### src/rtl/period_meter_if.sv
// Reference / delay-stage signal bundle for period_meter.
// The slave side is the meter; the master side supplies ref_in and delay_pct.
interface period_meter_if;
   logic        ref_in;
   logic [7:0]  delay_pct;
   logic [7:0]  count_quater_period;
   logic [31:0] period_count;
   logic        valid;
   logic        busy;
   logic        timeout;
   logic        overrun;

   modport master (
      output ref_in, delay_pct,
      input  count_quater_period, period_count, valid, busy, timeout, overrun
   );

   modport slave (
      input  ref_in, delay_pct,
      output count_quater_period, period_count, valid, busy, timeout, overrun
   );
endinterface

### src/rtl/period_meter.sv
// Measures the reference period in sclock cycles and scales it by delay_pct
// into the 8-bit tick count used by the quarter-period delay stage.
//
// state   | meaning
// IDLE    | no period in progress, waiting for the first reference edge
// MEASURE | counting sclock cycles since the last accepted edge
// CALC    | product + 40-step divide running; meas_q says whether cnt is also measuring
module period_meter #(
   parameter int unsigned TICK_DIV   = 10000,
   parameter int unsigned MIN_PERIOD = 1000,
   parameter int unsigned MAX_PERIOD = 100_000_000
) (
   input  logic          sclock,
   input  logic          resetn,
   period_meter_if.slave bus
);

   typedef enum logic [1:0] {
      IDLE    = 2'd0,
      MEASURE = 2'd1,
      CALC    = 2'd2
   } state_t;

   localparam logic [31:0] DIVISOR   = 32'(100 * TICK_DIV);
   localparam logic [31:0] MIN_CNT   = 32'(MIN_PERIOD);
   localparam logic [31:0] MAX_CNT   = 32'(MAX_PERIOD);
   localparam logic [5:0]  CALC_LAST = 6'd40;

   state_t      state_q, state_d;
   logic        meas_q, meas_d;

   logic        sync_1, sync_2, sync_2_d, edge_q;
   logic [31:0] cnt_q;
   logic [31:0] period_q;
   logic [6:0]  pct_q;
   logic [5:0]  calc_step_q;
   logic [39:0] dvd_q;
   logic [31:0] rem_q;
   logic [7:0]  cqp_q;
   logic        valid_q;
   logic        ovr_q;

   logic        edge_ok, cnt_max, calc_last;
   logic        cnt_restart, cnt_run, latch_period, tmo_pulse, ovr_set;
   logic [38:0] prod;
   logic [32:0] r_sh;
   logic        q_bit;
   logic [31:0] rem_next;
   logic [39:0] quot;

   assign edge_ok   = edge_q && (cnt_q >= MIN_CNT);
   assign cnt_max   = (cnt_q == MAX_CNT);
   assign calc_last = (state_q == CALC) && (calc_step_q == CALC_LAST);

   always_ff @(posedge sclock or negedge resetn) begin
      if (!resetn) begin
         sync_1   <= 1'b0;
         sync_2   <= 1'b0;
         sync_2_d <= 1'b0;
         edge_q   <= 1'b0;
      end else begin
         sync_1   <= bus.ref_in;
         sync_2   <= sync_1;
         sync_2_d <= sync_2;
         edge_q   <= sync_2 & ~sync_2_d;
      end
   end

   always_ff @(posedge sclock or negedge resetn) begin
      if (!resetn) begin
         state_q <= IDLE;
         meas_q  <= 1'b0;
      end else begin
         state_q <= state_d;
         meas_q  <= meas_d;
      end
   end

   always_comb begin
      state_d = state_q;
      meas_d  = meas_q;
      case (state_q)
         IDLE: begin
            if (edge_q) state_d = MEASURE;
         end
         MEASURE: begin
            if (edge_ok) begin
               state_d = CALC;
               meas_d  = 1'b1;
            end else if (cnt_max) begin
               state_d = IDLE;
            end
         end
         CALC: begin
            // a timeout mid-CALC stops measuring but lets the divide finish
            if (meas_q && !edge_ok && cnt_max) meas_d = 1'b0;
            if (calc_last) state_d = meas_d ? MEASURE : IDLE;
         end
         default: state_d = IDLE;
      endcase
   end

   always_comb begin
      cnt_restart  = 1'b0;
      cnt_run      = 1'b0;
      latch_period = 1'b0;
      tmo_pulse    = 1'b0;
      ovr_set      = 1'b0;
      case (state_q)
         IDLE: cnt_restart = edge_q;
         MEASURE: begin
            cnt_run = 1'b1;
            if (edge_ok) begin
               cnt_restart  = 1'b1;
               latch_period = 1'b1;
            end else if (cnt_max) begin
               tmo_pulse = 1'b1;
            end
         end
         CALC: begin
            if (meas_q) begin
               cnt_run = 1'b1;
               if (edge_ok) begin
                  cnt_restart = 1'b1;
                  ovr_set     = 1'b1;
               end else if (cnt_max) begin
                  tmo_pulse = 1'b1;
               end
            end
         end
         default: ;
      endcase
   end

   // pct_q never exceeds 100, so the product fits in 39 bits
   assign prod     = 39'(period_q) * 39'(pct_q);
   assign r_sh     = {rem_q, dvd_q[39]};
   assign q_bit    = (r_sh >= {1'b0, DIVISOR});
   assign rem_next = q_bit ? 32'(r_sh - {1'b0, DIVISOR}) : r_sh[31:0];
   assign quot     = {dvd_q[38:0], q_bit};

   always_ff @(posedge sclock or negedge resetn) begin
      if (!resetn) begin
         cnt_q       <= '0;
         period_q    <= '0;
         pct_q       <= '0;
         calc_step_q <= '0;
         dvd_q       <= '0;
         rem_q       <= '0;
         cqp_q       <= '0;
         valid_q     <= 1'b0;
         ovr_q       <= 1'b0;
      end else begin
         valid_q <= 1'b0;

         if (cnt_restart)  cnt_q <= 32'd1;
         else if (cnt_run) cnt_q <= cnt_q + 32'd1;

         if (latch_period) begin
            period_q <= cnt_q;
            pct_q    <= (bus.delay_pct > 8'd100) ? 7'd100 : bus.delay_pct[6:0];
         end

         if (ovr_set) ovr_q <= 1'b1;

         if (state_q == CALC) begin
            calc_step_q <= calc_step_q + 6'd1;
            if (calc_step_q == 6'd0) begin
               dvd_q <= {1'b0, prod};
               rem_q <= '0;
            end else begin
               // restoring divide: dividend shifts out the top, quotient bits in the bottom
               dvd_q <= quot;
               rem_q <= rem_next;
            end
            if (calc_last) begin
               cqp_q   <= (quot[39:8] != '0) ? 8'd255 : quot[7:0];
               valid_q <= 1'b1;
            end
         end else begin
            calc_step_q <= '0;
         end
      end
   end

   assign bus.count_quater_period = cqp_q;
   assign bus.period_count        = period_q;
   assign bus.valid               = valid_q;
   assign bus.busy                = (state_q == CALC);
   assign bus.timeout             = tmo_pulse;
   assign bus.overrun             = ovr_q;

endmodule

### src/flat_wrapper.sv
// flat-port wrapper written by rule: the top's interface ports become plain ports
module period_meter_flat 
#(
   parameter int unsigned TICK_DIV   = 10000,
   parameter int unsigned MIN_PERIOD = 1000,
   parameter int unsigned MAX_PERIOD = 100_000_000
)
  (sclock, resetn, bus_ref_in, bus_delay_pct, bus_count_quater_period, bus_period_count, bus_valid, bus_busy, bus_timeout, bus_overrun);
  period_meter_if bus_i ();
  input  logic sclock;
  input  logic resetn;
  input wire logic [$bits(bus_i.ref_in)-1:0] bus_ref_in;
  input wire logic [$bits(bus_i.delay_pct)-1:0] bus_delay_pct;
  output wire logic [$bits(bus_i.count_quater_period)-1:0] bus_count_quater_period;
  output wire logic [$bits(bus_i.period_count)-1:0] bus_period_count;
  output wire logic [$bits(bus_i.valid)-1:0] bus_valid;
  output wire logic [$bits(bus_i.busy)-1:0] bus_busy;
  output wire logic [$bits(bus_i.timeout)-1:0] bus_timeout;
  output wire logic [$bits(bus_i.overrun)-1:0] bus_overrun;
  assign bus_i.ref_in = bus_ref_in;
  assign bus_i.delay_pct = bus_delay_pct;
  assign bus_count_quater_period = bus_i.count_quater_period;
  assign bus_period_count = bus_i.period_count;
  assign bus_valid = bus_i.valid;
  assign bus_busy = bus_i.busy;
  assign bus_timeout = bus_i.timeout;
  assign bus_overrun = bus_i.overrun;
  period_meter #(.TICK_DIV(TICK_DIV), .MIN_PERIOD(MIN_PERIOD), .MAX_PERIOD(MAX_PERIOD)) u_core (.sclock(sclock), .resetn(resetn), .bus(bus_i));
endmodule
### config.mk
export PLATFORM = sky130hd
export DESIGN_NAME = period_meter_flat
export DESIGN_NICKNAME = d
export VERILOG_FILES = /design/src/rtl/period_meter_if.sv /design/src/rtl/period_meter.sv /design/src/flat_wrapper.sv
export SDC_FILE = /design/constraint.sdc
export NUM_CORES = 1
export LEC_CHECK = 0
export BUFFER_PORTS_ARGS = -buffer_cell sky130_fd_sc_hd__buf_2
export CAP_MARGIN = 20
export CORE_ASPECT_RATIO = 1.5
export CORE_MARGIN = 2
export CORE_UTILIZATION = 32
export DETAILED_ROUTE_END_ITERATION = 16
export MAX_ROUTING_LAYER = met4
export PLACE_DENSITY = 0.43
export SETUP_SLACK_MARGIN = 0.05
export SLEW_MARGIN = 10
export SYNTH_ARGS = -nofsm -noshare
export SYNTH_HDL_FRONTEND = slang
export SYNTH_SLANG_ARGS = --single-unit
### constraint.sdc
create_clock -name sclock -period 11.8 [get_ports sclock]
set_input_delay 2.95 -clock sclock [delete_from_list [all_inputs] [get_ports sclock]]
set_output_delay 2.95 -clock sclock [all_outputs]
set_load 0.01 [all_outputs]
==> metrics.cfg <==
[logic_synthesis]
muxShareOfSynthArea=0.02491
syn_area_um2=14820
synth_top_area_share=0.2803
synth_xor_area_frac=0.04729
synth-seq-cells=166
synth_top_family_by_area=adder cells
synthTopCellsByArea=dfrtp_1, fa_1, and2_1
synthCells=1613
dominantRegCellSynth=dfrtp_1
synth-edff-count=0
async_reset_ff_frac=1.000
synth-seq-area-share=0.2803
synth_compound_area_frac=0.1147
yosys.area_share.simple=0.2145
synthAdderAreaFrac=0.2579
yosys_warnings=0
syn_nets=1840
yosys.area.top_type=dfrtp_1
syn_area_per_cell_um2=9.187
synth_cell_types=73

[power_and_ir_drop]
powerDensity_nw_per_um2=80.43
p_leak_nw=8.202
ir_worst_vdd_v=0.0001051

[floorplanning]
dieArea_um2=48080
die-height_um=267.6
die_w_um=179.7
io_pins=55
rows=96
initial_core_util=0.3238
core_um2=45760

[placement]
place_congestion=0.7871
place_area_um2=15680
io_buffers=54
dp_hpwl_mm=30.00

[worst_hold_path]
hold_path.class=register to register

[global_route]
globalRouteOverflowTotal=0
grt_max_degree=94
grt_use_total=0.1801
antenna_found_initial=0
grt_pass1_wl_mm=66.46
grt_pass1_vias=11980

[timing]
finClkSkew_ns=0.01042
min_period_ns=6.078
period_share=0.5150
setup_violations=0
finalHoldViolations=0
rsz0062_at_grt=no
tightest_slew_ns=0.9716
tns_ns=0
max-slew-margin-rel=0.3522
maxSlewViolCount=0
fmax_mhz=164.5

[clock_network]
cts-resized-gates=0
tritoncts=done
cts_sinks=166
root_buffer=clkbuf_16
insertion_delay_ns=0.46
numCtsBuffers=17
ctsHoldBuffers=0
clkTransAtPathRegs_ns=0.07
post-cts-setup-buffers=0
cts_max_level=4
clk_path_buf_depth=2

[critical_path]
crit_required_ns=12.17
critPathKind=register to register
worstPathMaxFanout=23
end_kind=register
arrival_ns=6.45
start_kind=register

[cells_and_area]
fin_area_um2=16380
fill_cells=4710
diodes=0
drive_gt1_frac=0.09495
nNetsFinal=1857
layout_commonest_cell=and2_1
mostFrequentLayoutCells=and2_1, dfrtp_1, inv_1, nand2_1, fa_1
area_growth_pct=10.55

[job]
drv_cap=0

[routing]
drc=0
drt_iter0_markers=507
wl_per_cell_um=17.97
dr.pass1.iters=5
drtAntennaViolNets=0
vias=11060
vias_per_cell=4.956
drt-total-wl_mm=40.09

[run_status]
outcome=complete, no violations

## sequential cells by signal, indices dropped and copies added (netlist names), 2 cells and up
register,flops
u_core.bus.count_quater_period,8
u_core.pct_q,7
u_core.calc_step_q,6
u_core.dvd_q,40
u_core.bus.period_count,32
u_core.state_q,2
u_core.rem_q,32
u_core.cnt_q,32
## through the flow
stage | instances | hold slack, ns | setup WS [ns] | total power, mW | utilization
detailed placement | 2198 | 0.3355 | 5.822 | 0.6748 | 0.3425
floorplan | 1613 | 0.3312 | 6.786 | 0.6365 | -
CTS | 2230 | 0.3602 | 5.796 | 1.340 | 0.3575
global placement | 2198 | 0.3407 | 5.941 | 0.6743 | 0.3425
global route | 2231 | 0.3681 | 5.285 | 1.368 | 0.3579
finish | 2231 | 0.3534 | 5.722 | 1.318 | 0.3579
## area by class of cell
type                            count  area [um^2]  area share
Multi-Input combinational cell   1213         9784      0.5973
Sequential cell                   166         4154      0.2536
Tap cell                          588        735.7     0.04491
Inverter                          161        604.3     0.03689
Clock buffer                       18        439.2     0.02681
Timing Repair Buffer               71        416.7     0.02544
Clock inverter                     14        246.5     0.01505
## Yosys cell counts (8+ instances only)
cell / count
nor2b_1: 9
nor4_1: 20
a21oi_1: 86
nand2_1: 159
nor3_1: 21
xnor2_1: 49
or3_1: 8
and2_1: 172
ha_1: 67
mux2_2: 31
o21ai_0: 51
o2bb2ai_1: 24
nand3_1: 43
fa_1: 149
and3_1: 18
a21o_1: 18
a211oi_1: 9
nor2_1: 122
inv_1: 160
o211ai_1: 10
o22a_1: 8
nand4_1: 16
clkbuf_1: 63
a31oi_1: 15
dfrtp_1: 166
xor2_1: 31
## where the power goes
part | total [mW] | internal [mW] | switching (mW)
combinational | 0.0751 | 0.0238 | 0.0514
sequential | 0.587 | 0.576 | 0.0103
clock | 0.656 | 0.404 | 0.251
total | 1.32 | 1.00 | 0.313
## critical path, stage by stage (launching register included)
cell and delay (ns):
dfrtp_1 0.54, buf_4 0.33, and2_1 0.18, fa_1 0.43
fa_1 0.52, fa_1 0.55, inv_1 0.06, fa_1 0.54
inv_1 0.04, ha_1 0.38, a21oi_1 0.33, o211ai_1 0.15
a221oi_1 0.77, a211oi_1 0.26, nor3_1 0.34, o21ai_0 0.15
and4_1 0.23, nor3_1 0.17
## metal layers
layer	vias up	GRT usage	wire, um
met4	0	0.06636	1015
met1	5509	0.2074	16930
met3	49	0.01904	862
met2	140	0.3236	21280
met5	-	-	0
li1	5358	-	-
## worst paths after layout
check | from | endpoint | slack [ns] | cells after the start
min reg2reg | u_core.sync_1 | u_core.sync_2 | 0.35 | 0
min | u_core.sync_1 | u_core.sync_2 | 0.35 | 0
max | u_core.pct_q[4] | u_core.dvd_q[34] | 5.72 | 17
min in group asynchronous | resetn | u_core.bus.valid | 2.54 | 1
max reg2reg | u_core.pct_q[4] | u_core.dvd_q[34] | 5.72 | 17
max in group asynchronous | resetn | u_core.calc_step_q[0] | 7.74 | 2
## kinds of logic (layout without fill, tap and decap cells)
group           Yosys count  count (layout)
flops                   166             166
buf+inv                 234             264
compound gates          264             264
mux                      33              33
fa+ha+maj               216             216
simple gates            620             620
xor+xnor                 80              80
No activity file was read; power rests on OpenSTA's default activity.
